==> src/rtl/ring_osc_trim_ctrl.sv <==
// ring_osc_trim_ctrl: closed-loop trim calibration for the 13-stage ring oscillator
// Ports: clock/reset (async, active-high); enable runs calibration; init_step, target, tol configure it;
// osc_div is the raw divided oscillator; trim/osc_reset drive the oscillator; trim_step, meas_count,
// busy, locked, fail report status. Define RING_OSC_TRIM_TRACK_EN to keep tracking after lock.
module ring_osc_trim_ctrl #(
  parameter int CNT_W = 12,
  parameter int WINDOW_CYCLES = 256,
  parameter int SETTLE_CYCLES = 16,
  parameter int RESET_CYCLES = 4,
  parameter int MAX_ITER = 32
) (
  input  logic             clock,
  input  logic             reset,
  input  logic             enable,
  input  logic [4:0]       init_step,
  input  logic [CNT_W-1:0] target,
  input  logic [CNT_W-1:0] tol,
  input  logic             osc_div,
  output logic [25:0]      trim,
  output logic             osc_reset,
  output logic [4:0]       trim_step,
  output logic [CNT_W-1:0] meas_count,
  output logic             busy,
  output logic             locked,
  output logic             fail
);
  localparam int TW = $clog2(WINDOW_CYCLES + SETTLE_CYCLES + RESET_CYCLES + 1);
  localparam int IW = $clog2(MAX_ITER + 1);
  typedef enum logic [2:0] {S_IDLE, S_START, S_SETTLE, S_MEASURE, S_ADJUST, S_LOCKED, S_FAIL} state_t;
  state_t state_q, state_d;
  logic [TW-1:0] tcnt_q, tcnt_d;
  logic [IW-1:0] iter_q, iter_d;
  logic [4:0] step_d;
  logic [CNT_W-1:0] cnt_q, cnt_d, cnt_sat, meas_d, lo;
  logic [CNT_W:0] hi;
  logic [2:0] sync;
  logic locked_d, fail_d, trk_q, trk_d, rise, too_fast, too_slow;
  // sync[1:0] is the synchronizer, sync[2] the edge-detect flop
  assign rise = sync[1] & ~sync[2];
  assign cnt_sat = &cnt_q ? cnt_q : cnt_q + CNT_W'(rise);
  assign hi = {1'b0, target} + {1'b0, tol};
  assign lo = tol > target ? '0 : target - tol;
  assign too_fast = {1'b0, meas_count} > hi;
  assign too_slow = meas_count < lo;
  assign osc_reset = state_q == S_IDLE || state_q == S_START;
  assign busy = !trk_q && (state_q == S_START || state_q == S_SETTLE || state_q == S_MEASURE || state_q == S_ADJUST);
  always_comb begin
    state_d = state_q;
    tcnt_d = tcnt_q + TW'(1);
    iter_d = iter_q;
    step_d = trim_step;
    cnt_d = '0;
    meas_d = meas_count;
    locked_d = locked;
    fail_d = fail;
    trk_d = trk_q;
    if (!enable) begin
      state_d = S_IDLE;
      trk_d = 1'b0;
    end else begin
      case (state_q)
        S_IDLE: begin
          state_d = S_START;
          tcnt_d = '0;
          step_d = init_step > 5'd26 ? 5'd26 : init_step;
          iter_d = '0;
          locked_d = 1'b0;
          fail_d = 1'b0;
        end
        S_START: if (tcnt_q == TW'(RESET_CYCLES - 1)) begin
          state_d = S_SETTLE;
          tcnt_d = '0;
        end
        S_SETTLE: if (tcnt_q == TW'(SETTLE_CYCLES - 1)) begin
          state_d = S_MEASURE;
          tcnt_d = '0;
        end
        S_MEASURE: begin
          cnt_d = cnt_sat;
          if (tcnt_q == TW'(WINDOW_CYCLES - 1)) begin
            meas_d = cnt_sat;
            state_d = S_ADJUST;
          end
        end
        S_ADJUST: begin
          tcnt_d = '0;
          if (!too_fast && !too_slow) begin
            state_d = S_LOCKED;
            locked_d = 1'b1;
          end else if (too_fast ? trim_step == 5'd26 : trim_step == 5'd0) begin
            state_d = S_FAIL;
            locked_d = 1'b0;
            fail_d = 1'b1;
            trk_d = 1'b0;
          end else begin
            step_d = too_fast ? trim_step + 5'd1 : trim_step - 5'd1;
            locked_d = 1'b0;
            state_d = S_SETTLE;
            if (!trk_q) begin
              iter_d = iter_q + IW'(1);
              // the adjustment is applied, but hitting the limit ends the calibration
              state_d = iter_d == IW'(MAX_ITER) ? S_FAIL : S_SETTLE;
              fail_d = iter_d == IW'(MAX_ITER);
            end
          end
        end
`ifdef RING_OSC_TRIM_TRACK_EN
        S_LOCKED: begin
          state_d = S_SETTLE;
          tcnt_d = '0;
          trk_d = 1'b1;
        end
`endif
        default: ;
      endcase
    end
  end
  always_ff @(posedge clock or posedge reset) begin
    if (reset) begin
      state_q <= S_IDLE;
      tcnt_q <= '0;
      iter_q <= '0;
      trim_step <= '0;
      trim <= '0;
      cnt_q <= '0;
      meas_count <= '0;
      locked <= 1'b0;
      fail <= 1'b0;
      trk_q <= 1'b0;
      sync <= '0;
    end else begin
      state_q <= state_d;
      tcnt_q <= tcnt_d;
      iter_q <= iter_d;
      trim_step <= step_d;
      // thermometer fill: step k sets the low k bits, primaries first then secondaries
      trim <= 26'((27'd1 << step_d) - 27'd1);
      cnt_q <= cnt_d;
      meas_count <= meas_d;
      locked <= locked_d;
      fail <= fail_d;
      trk_q <= trk_d;
      sync <= {sync[1:0], osc_div};
    end
  end
endmodule

==> config.mk <==
export PLATFORM = sky130hd
export DESIGN_NAME = ring_osc_trim_ctrl
export DESIGN_NICKNAME = d
export VERILOG_FILES = /design/src/rtl/ring_osc_trim_ctrl.sv
export SDC_FILE = /design/constraint.sdc
export NUM_CORES = 1
export LEC_CHECK = 0
export ABC_AREA = 1
export CAP_MARGIN = 20
export CORE_MARGIN = 10
export CORE_UTILIZATION = 40
export CTS_BUF_LIST = sky130_fd_sc_hd__clkbuf_8
export DETAILED_ROUTE_END_ITERATION = 10
export SLEW_MARGIN = 40
export SYNTH_ARGS = -nofsm -noshare
export SYNTH_HDL_FRONTEND = slang
export SYNTH_SLANG_ARGS = --single-unit
==> constraint.sdc <==
create_clock -name clock -period 3.69 [get_ports clock]
set_clock_uncertainty 0.1 [all_clocks]
set_input_delay 0.5535 -clock clock [delete_from_list [all_inputs] [get_ports clock]]
set_output_delay 0.5535 -clock clock [all_outputs]
set_load 0.02 [all_outputs]
Word-level counts from Yosys, hierarchy flattened:

Index checks and enable logic that the tools add are counted.

* $add $sub $neg: 8
* order comparisons: 4
* eq/ne operators: 20
* shift-type cells: 1
* muxes and demuxes: 38
* bitwise operators: 2
* reductions and logical operators: 20

Operator list (count)
* $mux W12: 4
* $mux W9: 3
* $pmux W9 S3: 1
* $shl A1 B5 Y26 const A: 1
* $sub A26 B1 Y26 const B: 1
* $mux W5: 5
* $mux W3: 8
* $mux W6: 3
* $pmux W3 S5: 1
* $add A12 B12 Y13: 1
* $gt A12 B13 Y1: 1
* $add A12 B1 Y12: 1
* $gt A12 B12 Y1: 1
* $lt A12 B12 Y1: 1
* $ne A3 B2 Y1 const B: 4
* $pmux W6 S2: 1
* $reduce_and A12 Y1: 1
* $sub A12 B12 Y12: 1
* $pmux W5 S2: 1
* $add A9 B1 Y9 const B: 1
* $eq A9 B2 Y1 const B: 1
* $eq A9 B4 Y1 const B: 1
* $eq A9 B8 Y1 const B: 1
* $mux W1: 9
* 26 further kinds: 40

* register bits after elaboration: 79
* bits of input ports: 33

Longest topological paths before layout:

* word-level depth: 10
* gate-level depth with buffers: 47
* depth with buffers taken out: 45

Worst setup path after synthesis:

Ideal clock, no wire load.

* path kind: input-to-reg
* from: input tol[2]
* to: register trim[22]
* setup time: 117 ps
* arrival time: 5845 ps
* slack: -2372 ps
* stages on the path: 45
* path through: inv_1 -> ha_1 -> buf_6 -> o31ai_1 -> a21oi_1 -> o21ai_0 -> a21oi_1 -> o21ai_0 -> nand2_1 -> nand2_1 -> a21oi_1 -> inv_1 -> a21oi_1 -> o21ai_0 -> xor2_1 -> ha_1 -> nand2_1 -> nor2_1 -> (+9 left out) -> xor2_1 -> nand2_1 -> o21ai_1 -> inv_1 -> nor2_2 -> nor2_4 -> nor2_8 -> inv_2 -> buf_6 -> nand3_1 -> ha_1 -> nand2_1 -> nor2_2 -> nand2_2 -> nor2_4 -> nand2_1 -> nand2_1 -> nand2_1

* cells in the longest elaborated chain, start to end: 10
* elaborated cells between the ends (all ways): 17

Ends and longest elaborated chain
* start, declared: RTL line 17 `input logic [CNT_W-1:0] tol,`
* $sub A12 B12 Y12 or $gt A12 B12 Y1 (tied branches): RTL line 42 `assign lo = tol > target ? '0 : target - tol;`
* $mux W12: RTL line 42
* $lt A12 B12 Y1: RTL line 44 `assign too_slow = meas_count < lo;`
* $logic_not A1 Y1: RTL line 87 `if (!too_fast && !too_slow) begin`
* $logic_and A1 B1 Y1: RTL line 87
* $mux W5 (*): RTL line 87
* $pmux W5 S2 (*): RTL line 61 `case (state_q)`
* $mux W5 (*): RTL line 57 `if (!enable) begin`
* $shl A1 B5 Y26 (*): RTL line 137 `trim <= 26'((27'd1 << step_d) - 27'd1);`
* $sub A26 B1 Y26 (*): RTL line 137
* end signal, assigned: RTL line 137
* end, declared: RTL line 19 `output logic [25:0] trim,`

Every way passes the cells marked *; elsewhere a longest branch is shown, timed or not.
A chain may end at the register's enable or synchronous reset.

Worst setup path in the final report:

* from: input tol[2]
* to: register trim[13]

The elaborated chain is that of the path after synthesis.

==> results.json <==
{
  "wirelength_um": 18400,
  "avgRoutedWirePerCell_um": 14.4,
  "r2r_start": "meas_count[4]$_DFFE_PP0P_",
  "p_comb_share_pct": 67.4,
  "rrSetupSlack_ns": -0.42,
  "setup_viol": 42,
  "end_kind": "flop",
  "drive_above_1_share_pct": 35.2,
  "clk_pin_slew_ns": 0.08,
  "ys_seq_elements": 78,
  "yosysTopAreaCellShare_pct": 32.5,
  "switching_share_pct": 42.8,
  "fin_cells": 1272,
  "num_io_pins": 80,
  "netlist.top_cell.by_area": "dfrtp_1",
  "ir_drop_mv": 0.536,
  "p_leak_nw": 4.77,
  "ant_nets": 0,
  "gp_congestion": 0.898,
  "yosysWarnings": 0,
  "path_max_fanout": 8,
  "grt_use_total_pct": 17.3,
  "numPortBuffers": 79,
  "fin_area_um2": 9430,
  "min_path_cells": 0,
  "reg2regPathDepth": 30,
  "ys_async_sr_fraction_pct": 100,
  "hp-class": "flop to flop",
  "syn_area_per_cell_um2": 7.44,
  "clock.fmax_mhz": 181,
  "seq_area_frac_synth_pct": 32.5,
  "dp.cells": 1205,
  "worst_hold_startpoint": "sync[0]$_DFF_PP0_",
  "yosys.cell_types.count": 48,
  "drt_iter0_drc": 268,
  "status": "finished, violations left",
  "antennaDiodeCount": 0,
  "setup_slack_ns": -1.83,
  "drc": 0,
  "path_class": "input port to flop",
  "area_growth_syn_to_layout_pct": 57.1,
  "worstReg2RegEnd": "trim[13]$_DFF_PP0_",
  "grt_pass1_vias": 6255,
  "power.switching_mw": 2.50,
  "p_seq_share_pct": 20.6,
  "hpwl_um": 13700,
  "crit_slowest_cell": "fa_2",
  "syn_inst": 806,
  "slew_viol_final": 0,
  "cp_common_cell": "nand2_1",
  "die_w_um": 142,
  "htreeDepth": 3,
  "rsz0062_at_grt": "yes",
  "antenna_found_initial": 0,
  "violations": "setup timing",
  "die-area_um2": 20300,
  "cap_violations": 0,
  "die_h_um": 142,
  "clk_path_buf_depth": 2,
  "min_period_over_period_pct": 150,
  "layout.nets": 1175,
  "rows": 44,
  "ctsHoldBuffers": 0,
  "vias_per_cell": 4.92,
  "grt_max_degree": 48,
  "dr.pass1.iters": 4,
  "synth_flop_cell": "dfrtp_1",
  "grt.overflow.total": 0,
  "synth_fp_nets": 898,
  "cts_root_buffer": "clkbuf_8",
  "post-route-min-period_ns": 5.52,
  "syn_area_um2": 6000,
  "cts_tree": "done",
  "place_area_um2": 8240,
  "cellPowerDensity_nw_per_um2": 618,
  "crit_arrival_ns": 5.70,
  "cp-start-kind": "input port",
  "slew-limit-headroom_pct": 58.4,
  "final_hold_viol_count": 0,
  "slowest_delay_ns": 0.37,
  "clk_latency_ns": 0.36,
  "p_clk_share_pct": 12.0,
  "worst_slew_pin_slew_ns": 0.618,
  "grt_pass1_wl_um": 29300,
  "core-area_um2": 14600,
  "cts_inserted_buffers": 9,
  "required_ns": 3.87,
  "synth_area_leaders": "dfrtp_1 (33%), ha_1 (12%), nand2_1 (11%)",
  "power.internal_mw": 3.33,
  "vias": 6254,
  "initial_core_util_pct": 41.1,
  "synth-edff-count": 0,
  "worstHoldEndpoint": "sync[1]$_DFF_PP0_",
  "cts.sinks": 78
}
## synthesized netlist by cell type (all sizes together) (3+ instances only)
cell / count
a21o: 3
a21oi: 44
nor3b: 5
clkbuf: 5
nand4: 14
nor2: 102
inv: 118
a31oi: 3
xor2: 19
fa: 3
o21ai: 37
nand2: 188
ha: 56
nor3: 17
o21a: 3
buf: 7
o21bai: 6
dfrtp: 78
xnor2: 7
nand3: 67
or2: 6
## worst max-delay path by stage
| stage | to | start | cells after the start | slack [ns] |
|---|---|---|---|---|
| 2_1_floorplan | trim[22]$_DFF_PP0_ | tol[2] | 47 | -1.99 |
| 3_5_place_dp | trim[20]$_DFF_PP0_ | tol[2] | 44 | -2.79 |
| 3_3_place_gp | trim[22]$_DFF_PP0_ | tol[2] | 46 | -2.63 |
| 5_1_grt | trim[13]$_DFF_PP0_ | tol[2] | 43 | -2.19 |
| 4_1_cts | trim[12]$_DFF_PP0_ | tol[2] | 45 | -1.86 |
| 6_report | trim[13]$_DFF_PP0_ | tol[2] | 43 | -1.83 |
## power groups by stage
stage / sequential, mW / combinational, mW / clock, mW
3_5_place_dp: 1.21 / 3.11 / 0
5_1_grt: 1.22 / 4.27 / 0.746
4_1_cts: 1.20 / 3.54 / 0.714
2_1_floorplan: 1.37 / 1.68 / 0
3_3_place_gp: 1.20 / 3.08 / 0
6_report: 1.20 / 3.93 / 0.699
## stage by stage
stage	utilization, %	TNS (ns)	power [mW]	hold slack (ns)	worst slack [ns]
5_1_grt	64.6	-66.48	6.24	0.267	-2.19
2_1_floorplan	-	-50.68	3.05	0.231	-1.99
3_3_place_gp	56.5	-88.26	4.28	0.233	-2.63
6_report	64.6	-54.05	5.83	0.253	-1.83
4_1_cts	61.4	-55.79	5.46	0.254	-1.86
3_5_place_dp	56.5	-91.79	4.31	0.236	-2.79
## registers in the layout, summed over array words and instances (netlist names), 3 cells and up
| name | cells |
|---|---|
| cnt_q | 12 |
| iter_q | 6 |
| meas_count | 12 |
| state_q | 3 |
| sync | 3 |
| tcnt_q | 9 |
| trim | 26 |
| trim_step | 5 |
## critical path, delay by kind of cell
family                     cells  cell delay [ns]
AOI/OAI and AO/OA             12             1.44
and+or+nand+nor               17             1.73
buffers and inverters          9             0.69
adders and majority gates      3             0.95
xor gates and xnor gates       2             0.33
## cell type report
class	instances	area, um2
fillers	1216	5160
multi-input cells	597	4150
repair buffers	278	2410
flip-flops and latches	78	1950
inverters	119	467
well taps	184	230
clock buffers	10	138
clock inverters	6	77.6
## layer usage
metal  part of all wire (%)  GRT usage, %
met1                     45          22.1
met5                      0             0
met4                    1.9          6.34
met2                     48          28.1
met3                    4.6          3.50
## layout by cell type, fill, tap and decap left out, types with 16 or more instances in the layout
master / n
clkdlybuf4s50_1: 69
nor2_2: 16
nor2_1: 72
xor2_1: 18
a21oi_1: 27
o21ai_0: 17
nand3_1: 49
buf_4: 169
nand2_2: 26
ha_1: 47
buf_6: 28
inv_1: 102
nand2_1: 150
dfrtp_1: 78
## kinds of logic (layout without fill, tap and decap cells)
kind of cell / after synthesis / in the layout / share of synthesized area (%)
xor gates and xnor gates: 26 / 26 / 3.80
DFF: 78 / 78 / 32.5
buffers and inverters: 131 / 413 / 8.70
and+or+nand+nor: 402 / 402 / 31.2
AOI/OAI and AO/OA: 109 / 109 / 10.8
adders and majority gates: 59 / 59 / 12.7
muxes: 1 / 1 / 0.188
## repair_timing
action	4_1_cts	5_1_grt
setup endpoints to repair	42	42
endpoints found under the hold margin	0	0
gates cloned	1	0
pin swaps	69	58
setup buffers	28	25
gates resized for setup	96	75
Note: power is estimated with default switching activity, not from simulation.
